[config.mk]
export PLATFORM = sky130hd
export DESIGN_NAME = lsu_mem_stage
export DESIGN_NICKNAME = d
export VERILOG_FILES = /design/src/rtl/lsu_mem_stage.sv
export SDC_FILE = /design/constraint.sdc
export NUM_CORES = 1
export LEC_CHECK = 0
export CAP_MARGIN = 40
export CORE_MARGIN = 3
export CORE_UTILIZATION = 35
export CTS_CLUSTER_DIAMETER = 150
export CTS_CLUSTER_SIZE = 40
export DETAILED_ROUTE_END_ITERATION = 8
export GPL_TIMING_DRIVEN = 0
export PLACE_DENSITY = 0.69
export SLEW_MARGIN = 30
export SYNTH_ARGS = -nofsm -noshare
export SYNTH_HDL_FRONTEND = slang
export SYNTH_SLANG_ARGS = --single-unit
[constraint.sdc]
create_clock -name clk -period 4 [get_ports clk]
set_clock_uncertainty 0.1 [all_clocks]
set_input_delay 1.2 -clock clk [delete_from_list [all_inputs] [get_ports clk]]
set_output_delay 1.2 -clock clk [all_outputs]
set_load 0.02 [all_outputs]
[src/rtl/lsu_mem_stage.sv]
// Load/store unit for the EX->MEM path: alignment check, byte-lane steering, single-outstanding
// req/ack memory port and extended load writeback. Define LSU_TIMEOUT_EN to enable the wait timeout.
module lsu_mem_stage #(
    parameter int MAX_WAIT = 15
) (
    input  logic        clk,
    input  logic        rst,
    input  logic        ex_valid,
    input  logic        ex_load,
    input  logic        ex_store,
    input  logic [2:0]  ex_funct3,
    input  logic [31:0] alu_out,
    input  logic [31:0] ex_rs2,
    input  logic [4:0]  ex_rd,
    output logic        lsu_busy,
    output logic        dm_req,
    output logic        dm_we,
    output logic [31:0] dm_addr,
    output logic [3:0]  dm_wstrb,
    output logic [31:0] dm_wdata,
    input  logic        dm_ack,
    input  logic [31:0] dm_rdata,
    output logic        wb_valid,
    output logic [4:0]  wb_rd,
    output logic [31:0] wb_data,
    output logic        lsu_fault
);

    typedef enum logic {S_IDLE = 1'b0, S_WAIT = 1'b1} state_t;

    state_t      state_q, state_d;
    logic        req_q, we_q, ld_q, wb_valid_q, fault_q;
    logic [31:0] addr_q, wdata_q, wb_data_q;
    logic [3:0]  wstrb_q;
    logic [2:0]  f3_q;
    logic [1:0]  lane_q;
    logic [4:0]  rd_q, wb_rd_q;

    logic in_idle, in_wait, accept, f3_bad, misalign;
    logic accept_legal, accept_illegal, done_ack, timeout;

    function automatic logic [3:0] steer_wstrb(input logic [2:0] f3, input logic [1:0] a);
        case (f3[1:0])
            2'b00:   return 4'b0001 << a;
            2'b01:   return a[1] ? 4'b1100 : 4'b0011;
            default: return 4'b1111;
        endcase
    endfunction

    function automatic logic [31:0] steer_wdata(input logic [2:0] f3, input logic [31:0] d);
        case (f3[1:0])
            2'b00:   return {4{d[7:0]}};
            2'b01:   return {2{d[15:0]}};
            default: return d;
        endcase
    endfunction

    function automatic logic [31:0] load_extract(input logic [2:0] f3, input logic [1:0] lane,
                                                 input logic [31:0] w);
        logic [31:0]        sh;
        logic signed [7:0]  b;
        logic signed [15:0] h;
        logic signed [31:0] r;
        sh = w >> {lane, 3'b000};
        b  = sh[7:0];
        h  = sh[15:0];
        case (f3)
            3'b000:  r = b;
            3'b001:  r = h;
            3'b100:  r = {24'd0, sh[7:0]};
            3'b101:  r = {16'd0, sh[15:0]};
            default: r = w;
        endcase
        return r;
    endfunction

    assign in_idle  = (state_q == S_IDLE);
    assign in_wait  = (state_q == S_WAIT);
    assign accept   = in_idle & ex_valid & (ex_load ^ ex_store);
    assign f3_bad   = ex_load ? !(ex_funct3 inside {3'b000, 3'b001, 3'b010, 3'b100, 3'b101})
                              : !(ex_funct3 inside {3'b000, 3'b001, 3'b010});
    assign misalign = ((ex_funct3[1:0] == 2'b01) & alu_out[0]) |
                      ((ex_funct3[1:0] == 2'b10) & (alu_out[1:0] != 2'b00));
    assign accept_legal   = accept & ~f3_bad & ~misalign;
    assign accept_illegal = (accept & (f3_bad | misalign)) |
                            (in_idle & ex_valid & ex_load & ex_store);
    assign done_ack = in_wait & dm_ack;

`ifdef LSU_TIMEOUT_EN
    logic [7:0] cnt_q, cnt_d;

    function automatic logic [7:0] sat_inc(input logic [7:0] v);
        return (v == 8'hFF) ? v : v + 8'd1;
    endfunction

    // Timeout fires in the cycle whose missing ack brings the count to MAX_WAIT.
    assign timeout = in_wait & ~dm_ack & (sat_inc(cnt_q) >= 8'(MAX_WAIT));

    always_comb begin
        cnt_d = cnt_q;
        if (accept_legal)
            cnt_d = 8'd0;
        else if (in_wait & ~dm_ack)
            cnt_d = sat_inc(cnt_q);
    end

    always_ff @(posedge clk) begin
        if (rst) cnt_q <= 8'd0;
        else     cnt_q <= cnt_d;
    end
`else
    assign timeout = 1'b0;
`endif

    always_ff @(posedge clk) begin
        if (rst) state_q <= S_IDLE;
        else     state_q <= state_d;
    end

    always_comb begin
        state_d = state_q;
        case (state_q)
            S_IDLE:  if (accept_legal) state_d = S_WAIT;
            S_WAIT:  if (dm_ack | timeout) state_d = S_IDLE;
            default: state_d = S_IDLE;
        endcase
    end

    always_comb begin
        lsu_busy = accept_legal | (in_wait & ~dm_ack & ~timeout);
    end

    always_ff @(posedge clk) begin
        if (rst) begin
            req_q      <= 1'b0;
            we_q       <= 1'b0;
            addr_q     <= 32'd0;
            wstrb_q    <= 4'd0;
            wdata_q    <= 32'd0;
            ld_q       <= 1'b0;
            f3_q       <= 3'd0;
            lane_q     <= 2'd0;
            rd_q       <= 5'd0;
            wb_valid_q <= 1'b0;
            wb_rd_q    <= 5'd0;
            wb_data_q  <= 32'd0;
            fault_q    <= 1'b0;
        end else begin
            fault_q    <= accept_illegal | timeout;
            wb_valid_q <= done_ack & ld_q;
            if (done_ack & ld_q) begin
                wb_rd_q   <= rd_q;
                wb_data_q <= load_extract(f3_q, lane_q, dm_rdata);
            end
            if (accept_legal) begin
                req_q   <= 1'b1;
                we_q    <= ex_store;
                addr_q  <= {alu_out[31:2], 2'b00};
                wstrb_q <= ex_store ? steer_wstrb(ex_funct3, alu_out[1:0]) : 4'd0;
                wdata_q <= ex_store ? steer_wdata(ex_funct3, ex_rs2) : 32'd0;
                ld_q    <= ex_load;
                f3_q    <= ex_funct3;
                lane_q  <= alu_out[1:0];
                rd_q    <= ex_rd;
            end else if (done_ack | timeout) begin
                req_q   <= 1'b0;
                we_q    <= 1'b0;
                wstrb_q <= 4'd0;
            end
        end
    end

    assign dm_req    = req_q;
    assign dm_we     = we_q;
    assign dm_addr   = addr_q;
    assign dm_wstrb  = wstrb_q;
    assign dm_wdata  = wdata_q;
    assign wb_valid  = wb_valid_q;
    assign wb_rd     = wb_rd_q;
    assign wb_data   = wb_data_q;
    assign lsu_fault = fault_q;

endmodule

==> qor.tcl <==
set qor(placeableCoreArea_sq_um) 15400
set qor(clk_pin_slew_ns) 0.06
set qor(vias_per_cell) 5.40
set qor(post_synth_and_or_nand_nor_area_fraction_pct) 14.6
set qor(final_hold_viol_count) 0
set qor(cts_tree) {built}
set qor(total_buffers_and_inverters_traversed_by_the_critical_path) 16
set qor(power.ir.vdd_worst_mv) 0.288
set qor(first_global_vias) 6024
set qor(combPwrFrac_pct) 13.4
set qor(detailroute.via_count) 5876
set qor(grt_first_pass_wirelength_um) 32100
set qor(synth_compound_gate_area_share_pct) 27.1
set qor(register_area_share_after_synthesis_pct) 42.6
set qor(first_iter_violations) 393
set qor(synthAdderAreaFrac_pct) 0
set qor(die_height_um) 132
set qor(worst_ep_required_time_ns) 4.24
set qor(finalCritPeriodShare_pct) 99.8
set qor(crit_path_max_incr_delay_ns) 0.52
set qor(drtPass1Iterations) 7
set qor(cts_max_path_buffers) 2
set qor(layout.core_utilization_pct) 57.2
set qor(switching_power_mw) 0.832
set qor(post_route_cells_drive_above_1_share_pct) 9.57
set qor(synth_top_flop_cell) {sky130_fd_sc_hd__dfxtp_1}
set qor(cellLeakagePower_nw) 2.99
set qor(most_common_library_cell_in_the_layout_ignoring_fill_and_taps) {sky130_fd_sc_hd__clkdlybuf4s50_1}
set qor(fillers) 1462
set qor(clock_power_share_pct) 51.7
set qor(cts_buf_count) 17
set qor(run_status) {finished clean}
set qor(netlist-cell-type-count) 46
set qor(root_buffer) {sky130_fd_sc_hd__clkbuf_16}
set qor(synth-async-reset-ratio_pct) 0
set qor(start_util_pct) 36.3
set qor(totalNegativeSetupSlack_ns) 0
set qor(achievable_freq_mhz) 251
set qor(htree_num_levels) 4
set qor(max_cap_violations) 0
set qor(synthesis.instances) 613
set qor(cts.sink_count) 119
set qor(area_delta_synth_final_pct) 57.8
set qor(post_drt_wl_per_cell_um) 18.7
set qor(insertion_delay_ns) 0.42
set qor(row_count) 45
set qor(cpLargestDelayFamily) {buffers and inverters}
set qor(synth_area_sq_um) 5590
set qor(max_slew_margin_pct) 50.2
set qor(synth_seq_cells) 119
set qor(gr-total-overflow) 0
set qor(floorplan.die_area_sq_um) 17500
set qor(port-buffer-count) 214
set qor(fin_nets) 975
set qor(yosys_warnings) 0
set qor(setup.worst_path.start_class) {input pin}
set qor(drt-total-wl_um) 20400
set qor(tightestPinTransition_ns) 0.748
set qor(powerDensity_nw_per_um2) 396
set qor(total_half_perimeter_wirelength_after_legalization_and_detailed_placement_um) 14800
set qor(maxSlewViolCount) 0
set qor(diodes) 0
set qor(synth_top_family_by_area) {compound AO/OA/AOI/OAI gates}
set qor(worst-setup-path-type) {input pin to flip-flop}
set qor(critical-path-top-cell-by-count) {sky130_fd_sc_hd__buf_4}
set qor(worst_hold_path_type) {flip-flop to flip-flop}
set qor(critical_path.cell_chain) {dlygate4sd2_1 -> or4_4 -> o31ai_4 -> nand3_2 -> buf_4 -> buf_4 -> buf_4 -> buf_4 -> buf_4 -> buf_4 -> buf_4 -> buf_4 -> buf_4 -> buf_4 -> buf_4 -> buf_4 -> buf_4 -> buf_4 -> buf_4 -> a21oi_1}
set qor(grt_max_degree) 17
set qor(syn_avg_cell_area_sq_um) 9.13
set qor(layout.cells.most_common_list) {210 x sky130_fd_sc_hd__clkdlybuf4s50_1, 119 x sky130_fd_sc_hd__dfxtp_1, 71 x sky130_fd_sc_hd__a21oi_1, 56 x sky130_fd_sc_hd__clkbuf_1, 47 x sky130_fd_sc_hd__mux2i_1}
set qor(critical-path-slowest-cell) {sky130_fd_sc_hd__or4_4}
set qor(reg2reg_setup_slack_ns) 0.99
set qor(die_width_um) 132
set qor(drc_violations_left) 0
set qor(ioPinCount) 220
set qor(initial_antenna_violation_count) 1
set qor(synth_enable_flop_cells) 0
set qor(power.internal_mw) 2.67
set qor(gpl.final_weighted_congestion) 0.868
set qor(synth_xor_xnor_area_share_pct) 0.313
set qor(crit_fanout) 3
set qor(grt_util_all_layers_pct) 23.0
set qor(sequentialPowerShare_pct) 34.9
set qor(switching_share_pct) 23.8
set qor(worst_setup_path_end_kind) {flip-flop}
set qor(synth.area.mux_share_pct) 9.82
set qor(final-setup-viol-count) 0
set qor(finalCriticalPeriod_ns) 3.99
set qor(antenna_left) 0
set qor(arrival_ns) 4.23
==> final timing paths <==
check	start	end	cells past startpoint
setup / recovery	ex_funct3[2]	in_wait	20
hold / removal	wb_data[3]	wb_data[3]	2
setup reg to reg	in_wait	in_wait	19
hold reg to reg	wb_data[3]	wb_data[3]	2
==> state kept, by name, summed over array words and instances, names as in the netlist <==
signal     cells
in_wait        1
lane_q         2
f3_q           3
wb_rd          5
dm_wdata      32
ld_q           1
dm_we          1
wb_valid       1
wb_data       32
dm_wstrb       4
rd_q           5
dm_req         1
dm_addr       30
lsu_fault      1
==> synthesized netlist by cell type, types with 2 or more instances <==
cell	instances	area [sq um]
sky130_fd_sc_hd__a22o_1	8	70.1
sky130_fd_sc_hd__o21ai_0	20	100
sky130_fd_sc_hd__nand2_1	40	150
sky130_fd_sc_hd__o31ai_1	41	308
sky130_fd_sc_hd__o221ai_1	7	61.3
sky130_fd_sc_hd__nor2b_1	4	25.0
sky130_fd_sc_hd__buf_2	8	40.0
sky130_fd_sc_hd__a2bb2oi_1	8	70.1
sky130_fd_sc_hd__mux2_2	3	33.8
sky130_fd_sc_hd__nand4_1	40	250
sky130_fd_sc_hd__nand3_1	2	10.0
sky130_fd_sc_hd__buf_4	2	15.0
sky130_fd_sc_hd__mux4_2	2	45.0
sky130_fd_sc_hd__a21oi_1	71	355
sky130_fd_sc_hd__buf_1	8	30.0
sky130_fd_sc_hd__o2bb2ai_2	10	150
sky130_fd_sc_hd__clkbuf_1	55	206
sky130_fd_sc_hd__mux2i_1	47	470
sky130_fd_sc_hd__nand3b_1	17	128
sky130_fd_sc_hd__a211oi_1	26	195
sky130_fd_sc_hd__dfxtp_1	119	2380
sky130_fd_sc_hd__o2bb2ai_1	13	114
sky130_fd_sc_hd__nand2b_1	13	81.3
sky130_fd_sc_hd__nor2_1	23	86.3
sky130_fd_sc_hd__inv_1	2	7.51
sky130_fd_sc_hd__a32o_1	4	40.0
==> per-stage QoR <==
| step | worst slack (ns) | power (mW) | instances | hold slack (ns) | cell area [sq um] |
|---|---|---|---|---|---|
| after floorplan | 0.462 | 1.47 | 614 | 0.332 | 5600 |
| after global placement | -0.803 | 1.70 | 1039 | 0.339 | 8000 |
| after detailed placement | -0.814 | 1.70 | 1040 | 0.343 | 8010 |
| after CTS | 0.0644 | 3.52 | 1088 | 0.351 | 8820 |
| after global routing | -0.00703 | 3.61 | 1089 | 0.365 | 8830 |
| final | 0.00911 | 3.50 | 1089 | 0.349 | 8830 |
==> tightest hold or removal path: stages, from the launching register on <==
cell                      delay (ns)
sky130_fd_sc_hd__dfxtp_1        0.30
sky130_fd_sc_hd__nand2_1        0.05
sky130_fd_sc_hd__a21oi_1        0.05
==> cell type report <==
class | instances | area, sq um | area share [%]
plain buffers | 74 | 304 | 3.44
clock inverters | 13 | 250 | 2.83
repair buffers | 232 | 2260 | 25.6
inverters | 2 | 7.51 | 0.0850
well taps | 211 | 264 | 2.99
flip-flops and latches | 119 | 2380 | 27.0
multi-input cells | 419 | 2920 | 33.1
clock buffers | 19 | 443 | 5.02
==> kinds of logic after synthesis <==
group,after synthesis
xor+xnor,2
simple gates,149
mux,52
flops,119
other cells,1
compound gates,214
buf+inv,76
==> layer usage <==
metal	global-route usage [%]	routed length (um)
met5	0	13
met4	8.20	403
met3	9.20	2070
met2	36.5	9390
met1	28.2	8510
==> repair_timing <==
item                       4_1_cts  5_1_grt
gates cloned                     0        0
pin swaps                        1        1
setup endpoints to repair        1        3
buffers inserted                16        0
hold buffers                     0        0
gates resized for setup          8        6
==> power groups by stage <==
stage | combinational, mW | sequential, mW | clock (mW)
global route | 0.504 | 1.22 | 1.88
finish | 0.468 | 1.22 | 1.81
detailed placement | 0.450 | 1.25 | 0
floorplan | 0.200 | 1.27 | 0
CTS | 0.463 | 1.22 | 1.83
global placement | 0.451 | 1.25 | 0
(Power assumes the default switching activity.)
